===== config.mk =====
export PLATFORM = sky130hd
export DESIGN_NAME = dcm_fx_synth
export DESIGN_NICKNAME = d
export VERILOG_FILES = /design/src/rtl/dcm_fx_synth_pkg.sv /design/src/rtl/dcm_fx_synth_phase_acc.sv /design/src/rtl/dcm_fx_synth.sv
export SDC_FILE = /design/constraint.sdc
export NUM_CORES = 1
export LEC_CHECK = 0
export ABC_AREA = 0
export CORE_AREA = 2 2 39 41
export DETAILED_ROUTE_END_ITERATION = 10
export DIE_AREA = 0 0 41 43
export PLACE_DENSITY = 0.7
export SYNTH_ARGS = -nofsm -noshare
export SYNTH_HDL_FRONTEND = slang
export SYNTH_HIERARCHICAL = 1
export SYNTH_SLANG_ARGS = --single-unit

===== constraint.sdc =====
create_clock -name CLKIN -period 1.5 [get_ports CLKIN]
set_input_delay 0.3 -clock CLKIN [delete_from_list [all_inputs] [get_ports CLKIN]]
set_output_delay 0.3 -clock CLKIN [all_outputs]
set_load 0.02 [all_outputs]

===== src/rtl/dcm_fx_synth_pkg.sv =====
// Shared constants and helpers for the DCM-replacement clock-enable synthesiser.
package dcm_fx_synth_pkg;

  localparam int FX_M_MAX     = 32;
  localparam int FX_D_MAX     = 32;
  localparam int FX_M_DEFAULT = 25;
  localparam int FX_D_DEFAULT = 32;

  // Ceiling log2; clog2(1) = 0.
  function automatic int clog2(input int value);
    int result;
    int v;
    result = 0;
    v      = value - 1;
    while (v > 0) begin
      result = result + 1;
      v      = v >> 1;
    end
    return result;
  endfunction

endpackage


===== src/rtl/dcm_fx_synth_phase_acc.sv =====
// Bresenham phase accumulator: emits M single-cycle pulses per D enabled cycles.
module fx_phase_acc
  import dcm_fx_synth_pkg::*;
#(
  parameter int M = FX_M_DEFAULT,
  parameter int D = FX_D_DEFAULT
) (
  input  logic CLKIN,
  input  logic RST_N,
  input  logic en,
  output logic pulse
);

  localparam int AW = clog2(D) + 1;
  localparam logic [AW:0] M_EXT = M[AW:0];
  localparam logic [AW:0] D_EXT = D[AW:0];

  logic [AW-1:0] r_acc;
  logic [AW:0]   w_sum;
  logic [AW:0]   w_diff;
  logic          w_wrap;

  // One bit wider than the accumulator so acc+M can never overflow.
  assign w_sum  = {1'b0, r_acc} + M_EXT;
  assign w_diff = w_sum - D_EXT;
  assign w_wrap = (w_sum >= D_EXT);

  // NOTE: sequential state uses non-blocking assignments so every flop samples pre-edge values.
  always_ff @(posedge CLKIN or negedge RST_N) begin
    if (!RST_N) begin
      r_acc <= '0;
      pulse <= 1'b0;
    end else if (en) begin
      r_acc <= w_wrap ? w_diff[AW-1:0] : w_sum[AW-1:0];
      pulse <= w_wrap;
    end else begin
      r_acc <= '0;
      pulse <= 1'b0;
    end
  end

endmodule


===== src/rtl/dcm_fx_synth.sv =====
// Synthesizable DCM stand-in: CLK0 pass-through, lock timer, and M/D CLKFX enable stream.
module dcm_fx_synth
  import dcm_fx_synth_pkg::*;
#(
  parameter int CLKFX_MULTIPLY = FX_M_DEFAULT,
  parameter int CLKFX_DIVIDE   = FX_D_DEFAULT,
  parameter int LOCK_CYCLES    = 16
) (
  input  logic CLKIN,
  input  logic RST_N,
  input  logic CLKFB,
  output logic CLK0,
  output logic CLKFX,
  output logic LOCKED
);

  localparam int LW = clog2(LOCK_CYCLES + 1);
  localparam logic [LW-1:0] LOCK_TARGET = LOCK_CYCLES[LW-1:0];
  localparam logic [LW-1:0] LOCK_LAST   = LOCK_TARGET - 1'b1;

  generate
    if (CLKFX_MULTIPLY < 1 || CLKFX_MULTIPLY > FX_M_MAX) begin : g_bad_m
      $error("dcm_fx_synth: CLKFX_MULTIPLY out of range 1..32");
    end
    if (CLKFX_DIVIDE < 1 || CLKFX_DIVIDE > FX_D_MAX) begin : g_bad_d
      $error("dcm_fx_synth: CLKFX_DIVIDE out of range 1..32");
    end
    if (CLKFX_MULTIPLY > CLKFX_DIVIDE) begin : g_bad_ratio
      $error("dcm_fx_synth: CLKFX_MULTIPLY must not exceed CLKFX_DIVIDE");
    end
    if (LOCK_CYCLES < 1) begin : g_bad_lock
      $error("dcm_fx_synth: LOCK_CYCLES must be at least 1");
    end
  endgenerate

  logic [LW-1:0] r_lock_cnt;
  logic          r_locked;
  logic          w_unused_fb;

  // Feedback is kept only so the port list matches the vendor primitive.
  assign w_unused_fb = CLKFB;
  assign CLK0        = CLKIN;
  assign LOCKED      = r_locked;

  always_ff @(posedge CLKIN or negedge RST_N) begin
    if (!RST_N) begin
      r_lock_cnt <= '0;
      r_locked   <= 1'b0;
    end else begin
      if (r_lock_cnt != LOCK_TARGET) begin
        r_lock_cnt <= r_lock_cnt + 1'b1;
      end
      // Assert on the same edge the counter reaches its target; sticky until reset.
      if (r_lock_cnt == LOCK_LAST) begin
        r_locked <= 1'b1;
      end
    end
  end

  fx_phase_acc #(
    .M(CLKFX_MULTIPLY),
    .D(CLKFX_DIVIDE)
  ) u_phase_acc (
    .CLKIN(CLKIN),
    .RST_N(RST_N),
    .en   (r_locked),
    .pulse(CLKFX)
  );

endmodule


; Word level (Yosys, flattened, before mapping)
; Cells that the tools add are included.
[classes]
n_reduce_logical = 0
bitwise_logic = 0
shifts = 0
n_mux = 3
n_div = 0
multipliers = 0
n_addsub = 3
order_cmp = 1
n_eq_ne = 2
[op_table]
columns = op, n
row1 = $mux W6, 2
row2 = $add A6 B5 Y7 const B, 1
row3 = $ge A7 B6 Y1 const B, 1
row4 = $sub A6 B6 Y6 const B, 1
row5 = $add A5 B1 Y5 const B, 1
row6 = $eq A5 B4 Y1 const B, 1
row7 = $ne A5 B5 Y1 const B, 1
row8 = $mux W1, 1
[totals]
input_bits = 3
ramBits = 0
mem_bits_ro = 0
reg_bits = 13
memories = 0
elab_cells = 13
latch_bits = 0
out_inout_bits = 3

; Longest topological paths before layout
; Gate-level depths: netlist (run 1).
[logic_depth]
ltp_word = 4
depth_mapped = 4
depth_no_buf = 4

; By module
; The synthesis (run 1) kept the hierarchy.
[modules_own_cells]
columns = module, instances, seq_area_each_um2, area_each_um2, cells_per_inst
row1 = fx_phase_acc, 1, 175.2, 312.8, 26
row2 = dcm_fx_synth, 1, 150.1, 307.8, 25

==> out/results.md, run 1 <==
| Stage | Result | This run |
| --- | --- | --- |
| grt | Via count of the first global-routing pass | 400 |
| run | Max-Cap Viols | 0 |
| yosys | Sequential share of the synthesized area | 52.4% |
| yosys | Largest cells by area after synthesis | dfrtp_1, ha_1, xnor2_1, and2_1, nand2b_1 |
| yosys | Post-Synthesis Mean Instance Area | 12.2 sq um |
| routing | Final routed wirelength across all metal layers | 929 microns |
| clocking | Number of buffers inserted for hold repair after clock tree synthesis | 0 |
| setup path | Slowest Stage Delay on Critical Path | 0.15 ns |
| routing | Number of vias in the routed layout | 411 |
| setup path | Dominant cell type by count on the critical path | clkbuf_4 |
| setup path | RR Endpoint | LOCKED |
| yosys | Syn Inst Count | 51 |
| finish | FF+latch area | 325 sq um |
| setup path | Ordered list of cells on the worst path | clkbuf_4, clkbuf_4, clkbuf_4 |
| clocking | Clock tree from TritonCTS | built |
| yosys | Cell Area, Synth | 621 sq um |
| sta | Smallest setup slack after layout | 0.0601 ns |
| sta | Worst Clk Skew | 0.000172 ns |
| sta | Hold violation count in the final report | 0 |
| sta | Timing-limited maximum frequency | 698 MHz |
| sta | Ratio of final minimum period to clock period | 96.0% |
| floorplanning | Area of the core | 1380 sq um |
| yosys | Proportion of netlist area held by the largest area contributor | 52.4% |
| finish | Number of nets at the end of the flow | 72 |
| routing | Average wire per cell in the routed design | 11.8 microns |
| setup path | Worst setup SP type | clock port |
| floorplanning | # rows | 14 |
| outcome | Status | complete, no violations |
| setup path | Timing startpoint of the critical path | CLKIN |
| yosys | Net count of the mapped netlist | 59 |
| yosys | Count of yosys warnings during synthesis | 6 |
| routing | First DRT Iteration DRCs | 8 |
| routing | First-pass iteration count of the detailed router | 4 |
| setup path | CP max stage cell | clkbuf_4 |
| place | Port Buf Inserts | 4 |
| setup path | Critical Path Fanout Max | 2 |
| sta | Fin Hold WS | 0.224 ns |
| sta | Unrepaired setup endpoints after global routing | false |
| yosys | Number of synthesized register bits | 13 |
| sta | Slew at the pin closest to its max-slew limit | 0.265 ns |
| finish | Leading cell types in the layout, fill and taps excluded | dfrtp_1, clkbuf_4, ha_1, and2_1 |
| floorplanning | DIE AREA | 1760 sq um |
| setup path | Start of the worst register-to-register path | r_lock_cnt[0] |
| finish | Post-Route Utilization | 52.9% |
| finish | Area overhead of the layout relative to synthesis | 17.9% |
| finish | Area occupied by multi-input gates | 277 sq um |
| place | Placement Setup Slack | -0.0585 ns |
| pwr | Total chip power | 765 uW |
| pwr | Leakage power of the design | 0.340 nW |
| setup path | Cell count of the worst reg-to-reg path | 4 |
| pwr | Power density normalized to cell area | 1040 nW/um^2 |
| floorplanning | Chip height | 43 microns |
| grt | Total routing resource utilization after global routing | 16.2% |
| sta | Relative slew margins | 82.1% |
| grt | First-pass GRT wire length | 1.65 mm |
| sta | Fin. max-slew vios | 0 |
| setup path | Worst setup slack for register-to-register paths | 0.07 ns |
| routing | DRC violations left | 0 |
| finish | Filler cells | 137 |
| finish | Ratio of cells with drive above 1 in the final layout | 23.8% |
| sta | Shortest period the worst path allows | 1.44 ns |
| yosys | Cell type contributing the most total cell area after synthesis | dfrtp_1 |
| grt | Initial antenna violation count | 0 |
| setup path | Critical path type | clock port to output pin |
| pwr | Peak supply drop | 463 uV |
| routing | Routed vias/inst | 5.20 |
| finish | Commonest non-fill, non-tap cell in the layout | dfrtp_1 |
| floorplanning | Chip width | 41 microns |
| floorplanning | I/O pin count | 6 |
| clocking | Post CTS Setup Buffer Count | 0 |
| finish | Antenna diode count | 0 |
| clocking | Latest clock arrival within the worst-skew pair | 0.37 ns |
| place | Routability cong. | 0.665 |
| setup path | Kind of capture point of the worst setup path | output pin |
| clocking | Clock transition at the registers of the reported paths | 0.08 ns |
| setup path | Required time worst endpoint | 1.20 ns |
| routing | DRT antenna net count | 0 |
| setup path | Data arrival at the endpoint of the critical path | 1.14 ns |
| worst hold path | HP Class | input pin to async pin |
| clocking | Post-cts resize count | 4 |
| yosys | Distinct cell type count after synthesis | 22 |
| grt | Grt ovf | 0 |
| grt | Largest net degree at the start of global routing | 14 |
| floorplanning | Initial core utilization | 44.8% |
| sta | Endpoints failing setup | 0 |
-- flip-flops by register name (all words and copies together), names as in the netlist --
signal,count
u_phase_acc/pulse,1
LOCKED,1
u_phase_acc/r_acc,6
r_lock_cnt,5
-- worst max-delay path, delay by kind of cell --
kind | cells | cell delay (ns)
buffers and inverters | 3 | 0.38
-- synth_stat cells --
library cell and count:
a21oi_1 2, a41oi_1 1, and2_1 4, and3_2 1
and3_4 1, and3b_2 1, and4bb_4 1, buf_4 1
dfrtp_1 13, ha_1 5, inv_1 3, mux2_4 1
nand2_1 2, nand2b_1 3, nand3_1 2, nor2_1 1
nor2b_1 1, o21ai_0 1, o41ai_1 1, or2_2 1
xnor2_1 3, xor2_1 2
-- routing by layer --
| layer | global-route usage (%) | part of all wire [%] | vias to the layer above |
|---|---|---|---|
| met3 | 12.0 | 5.0 | 2 |
| li1 | - | - | 198 |
| met4 | 18.7 | 1.5 | 0 |
| met2 | 17.8 | 45 | 11 |
| met1 | 17.2 | 48 | 200 |
| met5 | 0 | 0 | - |
-- cell type report --
class                      count  area share, %
timing repair buffer           5           5.81
multi-input combinational     34           37.8
tap                           16           2.74
inverter                       3           1.54
sequential                    13           44.4
clock buffer                   8           7.69
-- how the worst max path moves through the flow --
stage / end / slack [ns] / depth (start not counted)
floorplan: LOCKED / 0.15 / 4
global route: LOCKED / 0.02 / 4
detailed placement: CLK0 / -0.06 / 1
finish: CLK0 / 0.06 / 3
global placement: CLK0 / -0.06 / 1
CTS: CLK0 / 0.05 / 3
-- cells by family (layout without fill, tap and decap cells) --
| group | count (synthesis) | count (layout) | share of synthesized area (%) |
|---|---|---|---|
| compound gates | 5 | 5 | 5.24 |
| fa+ha+maj | 5 | 5 | 10.1 |
| flops | 13 | 13 | 52.4 |
| xor+xnor | 5 | 5 | 7.06 |
| buf+inv | 4 | 16 | 3.02 |
| simple gates | 18 | 18 | 19.8 |
| mux | 1 | 1 | 2.42 |
-- through the flow --
step           area (sq um)  cells  setup TNS, ns
4_1_cts                 732     79              0
2_1_floorplan           621     51              0
3_3_place_gp            688     72        -0.0585
3_5_place_dp            688     72        -0.0585
6_report                732     79              0
5_1_grt                 732     79              0
-- where the power goes --
part	internal, mW	switching [mW]	leakage (nW)
sequential	0.350	0	0.158
combinational	0.00401	0.00672	0.148
clock	0.222	0.181	0.0334
total	0.576	0.188	0.340
Power figures use the tool's default switching activity.
==> run 2: changes to the inputs <==
--- a/config.mk
+++ b/config.mk
@@ -5,11 +5,11 @@
 export SDC_FILE = /design/constraint.sdc
 export NUM_CORES = 1
 export LEC_CHECK = 0
-export ABC_AREA = 0
+export ABC_AREA = 1
 export CORE_AREA = 2 2 39 41
 export DETAILED_ROUTE_END_ITERATION = 10
 export DIE_AREA = 0 0 41 43
-export PLACE_DENSITY = 0.7
+export PLACE_DENSITY = 0.72
 export SYNTH_ARGS = -nofsm -noshare
 export SYNTH_HDL_FRONTEND = slang
 export SYNTH_HIERARCHICAL = 1
==> run 2 against run 1 <==
  * Utilization increased by 2.2 points
  * Critical path depth stayed put
  * First-iteration DRC count decreased by 63%
  * Largest cell class unchanged
  * Count of clock-buffer cells in the layout did not move
  * Non-clock buffer count is the same
  * Critical endpoint unchanged
  * Die area is the same
  * Final area up 4.1%
  * Cell count is 29% higher
  * Global-route usage shrank 0.40 points
  * Sequential cell count is the same
  * Combinational power hardly changed
  * Power down 1.3%
==> out/results.md, run 2 <==
| Stage | Result | This run |
| --- | --- | --- |
| setup path | Worst setup slack for register-to-register paths | 0.19 ns |
| setup path | Start of the worst register-to-register path | r_lock_cnt[1] |
| yosys | Distinct cell type count after synthesis | 16 |
| setup path | Endpoint of the worst setup timing path | CLK0 |
| place | Final HPWL from detailed placement | 756 microns |
| setup path | Worst setup SP type | clock port |
| yosys | Proportion of netlist area held by the largest area contributor | 50.1% |
| routing | Final routed wirelength across all metal layers | 981 microns |
| place | Port Buf Inserts | 4 |
| yosys | Count of yosys warnings during synthesis | 6 |
| setup path | CP max stage cell | clkbuf_4 |
| yosys | Primary flip-flop cell chosen by synthesis mapping | dfrtp_1 |
| yosys | Number of synthesized register bits | 13 |
| finish | Ratio of cells with drive above 1 in the final layout | 19.8% |
| finish | Area overhead of the layout relative to synthesis | 17.3% |
| yosys | Cell Area, Synth | 649 sq um |
| yosys | EDFF count, synth | 0 |
| setup path | Kind of capture point of the worst setup path | output pin |
| grt | First-pass GRT wire length | 1.79 mm |
| yosys | Syn Inst Count | 74 |
| sta | Smallest setup slack after layout | 0.0731 ns |
| sta | Relative slew margins | 86.6% |
| setup path | RR Endpoint | LOCKED |
| yosys | Most frequently used cell type in the post-synthesis netlist | nand2_1 |
| finish | Number of flip-flops under the largest register name | 6 |
| clocking | Clock transition at the registers of the reported paths | 0.08 ns |
| finish | Leading cell types in the layout, fill and taps excluded | nand2_1, inv_1, dfrtp_1, clkbuf_4 |
| worst hold path | HP Class | input pin to async pin |
| outcome | Status | complete, no violations |
| floorplanning | DIE AREA | 1760 sq um |
| setup path | Data arrival at the endpoint of the critical path | 1.13 ns |
| sta | Fin. max-slew vios | 0 |
| run | Max-Cap Viols | 0 |
| yosys | Largest cells by area after synthesis | dfrtp_1, ha_1, nand2_1, inv_1, nand3_2 |
| setup path | Cell count of the worst reg-to-reg path | 5 |
| setup path | Ordered list of cells on the worst path | clkbuf_4, clkbuf_4, clkbuf_4 |
| floorplanning | Chip width | 41 microns |
| floorplanning | Initial core utilization | 46.9% |
| pwr | Total chip power | 755 uW |
| grt | Total routing resource utilization after global routing | 15.8% |
| setup path | Critical Path Fanout Max | 2 |
| pwr | Peak supply drop | 527 uV |
| finish | Largest register by flop count | u_phase_acc/r_acc |
| setup path | Dominant cell type by count on the critical path | clkbuf_4 |
| clocking | Post-cts resize count | 4 |
| clocking | Clock tree from TritonCTS | built |
| finish | Commonest non-fill, non-tap cell in the layout | nand2_1 |
| routing | Number of vias in the routed layout | 475 |
| clocking | Latest clock arrival within the worst-skew pair | 0.37 ns |
| routing | First DRT Iteration DRCs | 3 |
| yosys | Cell type contributing the most total cell area after synthesis | dfrtp_1 |
| sta | Slew at the pin closest to its max-slew limit | 0.202 ns |
| place | Instance count after placement with tap cells included | 95 |
| floorplanning | Chip height | 43 microns |
| clocking | Post CTS Setup Buffer Count | 0 |
| sta | Endpoints failing setup | 0 |
| finish | Filler-free cell count of the finished design | 102 |
| yosys | Net count of the mapped netlist | 82 |
| routing | First-pass iteration count of the detailed router | 4 |
| sta | Hold violation count in the final report | 0 |
| yosys | Sequential share of the synthesized area | 50.1% |
| grt | Largest net degree at the start of global routing | 14 |
| floorplanning | # rows | 14 |
| sta | Unrepaired setup endpoints after global routing | false |
| sta | Fin Hold WS | 0.219 ns |
| sta | Worst Clk Skew | 0.000887 ns |
| pwr | Leakage power of the design | 0.405 nW |
| setup path | Slowest Stage Delay on Critical Path | 0.15 ns |
| grt | Via count of the first global-routing pass | 470 |
| yosys | Share of flip-flops with an asynchronous set or reset after synthesis | 100% |
| routing | Routed vias/inst | 4.66 |
| clocking | Number of buffers inserted for hold repair after clock tree synthesis | 0 |
| sta | Setup tns final | 0 ns |
| yosys | Leading cell types by count after synthesis | nand2_1, inv_1, dfrtp_1 |
| finish | Number of nets at the end of the flow | 95 |
| floorplanning | I/O pin count | 6 |
| floorplanning | Area of the core | 1380 sq um |
| setup path | Critical path type | clock port to output pin |
| setup path | Timing startpoint of the critical path | CLKIN |
| pwr | Power density normalized to cell area | 990 nW/um^2 |
| grt | Initial antenna violation count | 0 |
| yosys | Post-Synthesis Mean Instance Area | 8.78 sq um |
| setup path | Required time worst endpoint | 1.20 ns |
| grt | Grt ovf | 0 |
| routing | DRT antenna net count | 0 |
| finish | Top flop regs | u_phase_acc/r_acc (6), r_lock_cnt (5) |
| place | Routability cong. | 0.792 |
| place | Placement Setup Slack | -0.0585 ns |
| routing | DRC violations left | 0 |
| routing | Average wire per cell in the routed design | 9.62 microns |
| finish | Antenna diode count | 0 |
[run 2: cell types whose count changed after synthesis, sizes merged, moves of 2 or more]
cell    before  now
nand2        2   18
inv          3   15
nand3        2    8
nor2         1    6
and2         4    0
nand2b       3    0
nand4        0    3
xnor2        3    0
and3         2    0
xor2         2    0
[run 2: worst min path at each step]
stage	start	endpoint	depth (start not counted)
after CTS	RST_N	u_phase_acc/r_acc[0]	2
after global placement	r_lock_cnt[3]	r_lock_cnt[3]	2
after floorplan	RST_N	LOCKED	0
after detailed placement	u_phase_acc/r_acc[0]	u_phase_acc/r_acc[0]	1
after global routing	RST_N	u_phase_acc/r_acc[0]	2
final	RST_N	u_phase_acc/r_acc[0]	2
[run 2: cell type report]
type / instances / area [sq um]
clock buffer: 8 / 56.3
sequential: 13 / 325
tap: 16 / 20.0
fill: 135 / 622
inverter: 15 / 56.3
multi-input combinational: 45 / 260
timing repair buffer: 5 / 43.8
[run 2: critical path, delay by kind of cell]
| kind | cells | cell delay (ns) |
|---|---|---|
| buffers and inverters | 3 | 0.38 |
[run 2: routing by layer]
metal  vias up  routed length, microns  track usage [%]
met4         0                      10             10.0
met2         3                     478             21.6
li1        254                       -                -
met1       216                     477             18.6
met3         2                      14             8.38
met5         -                       0                0
[run 2: per-stage QoR]
stage	util (%)	cell area (sq um)
after floorplan	-	649
after global placement	51.8	717
after detailed placement	51.8	717
after CTS	55.0	761
after global routing	55.1	762
final	55.1	762
[run 2: power breakdown]
| part | switching, mW | internal, mW |
|---|---|---|
| Combinational | 0.00657 | 0.00400 |
| Clock | 0.172 | 0.222 |
| Sequential | 0 | 0.350 |
| Total | 0.179 | 0.576 |
[run 2: cell families after synthesis]
group | count (synthesis) | synth area share, %
AND/OR/NAND/NOR | 37 | 28.1
adder cells (fa/ha/maj) | 5 | 9.63
buffers and inverters | 16 | 9.83
flip-flops | 13 | 50.1
AO/OA/AOI/OAI | 3 | 2.31
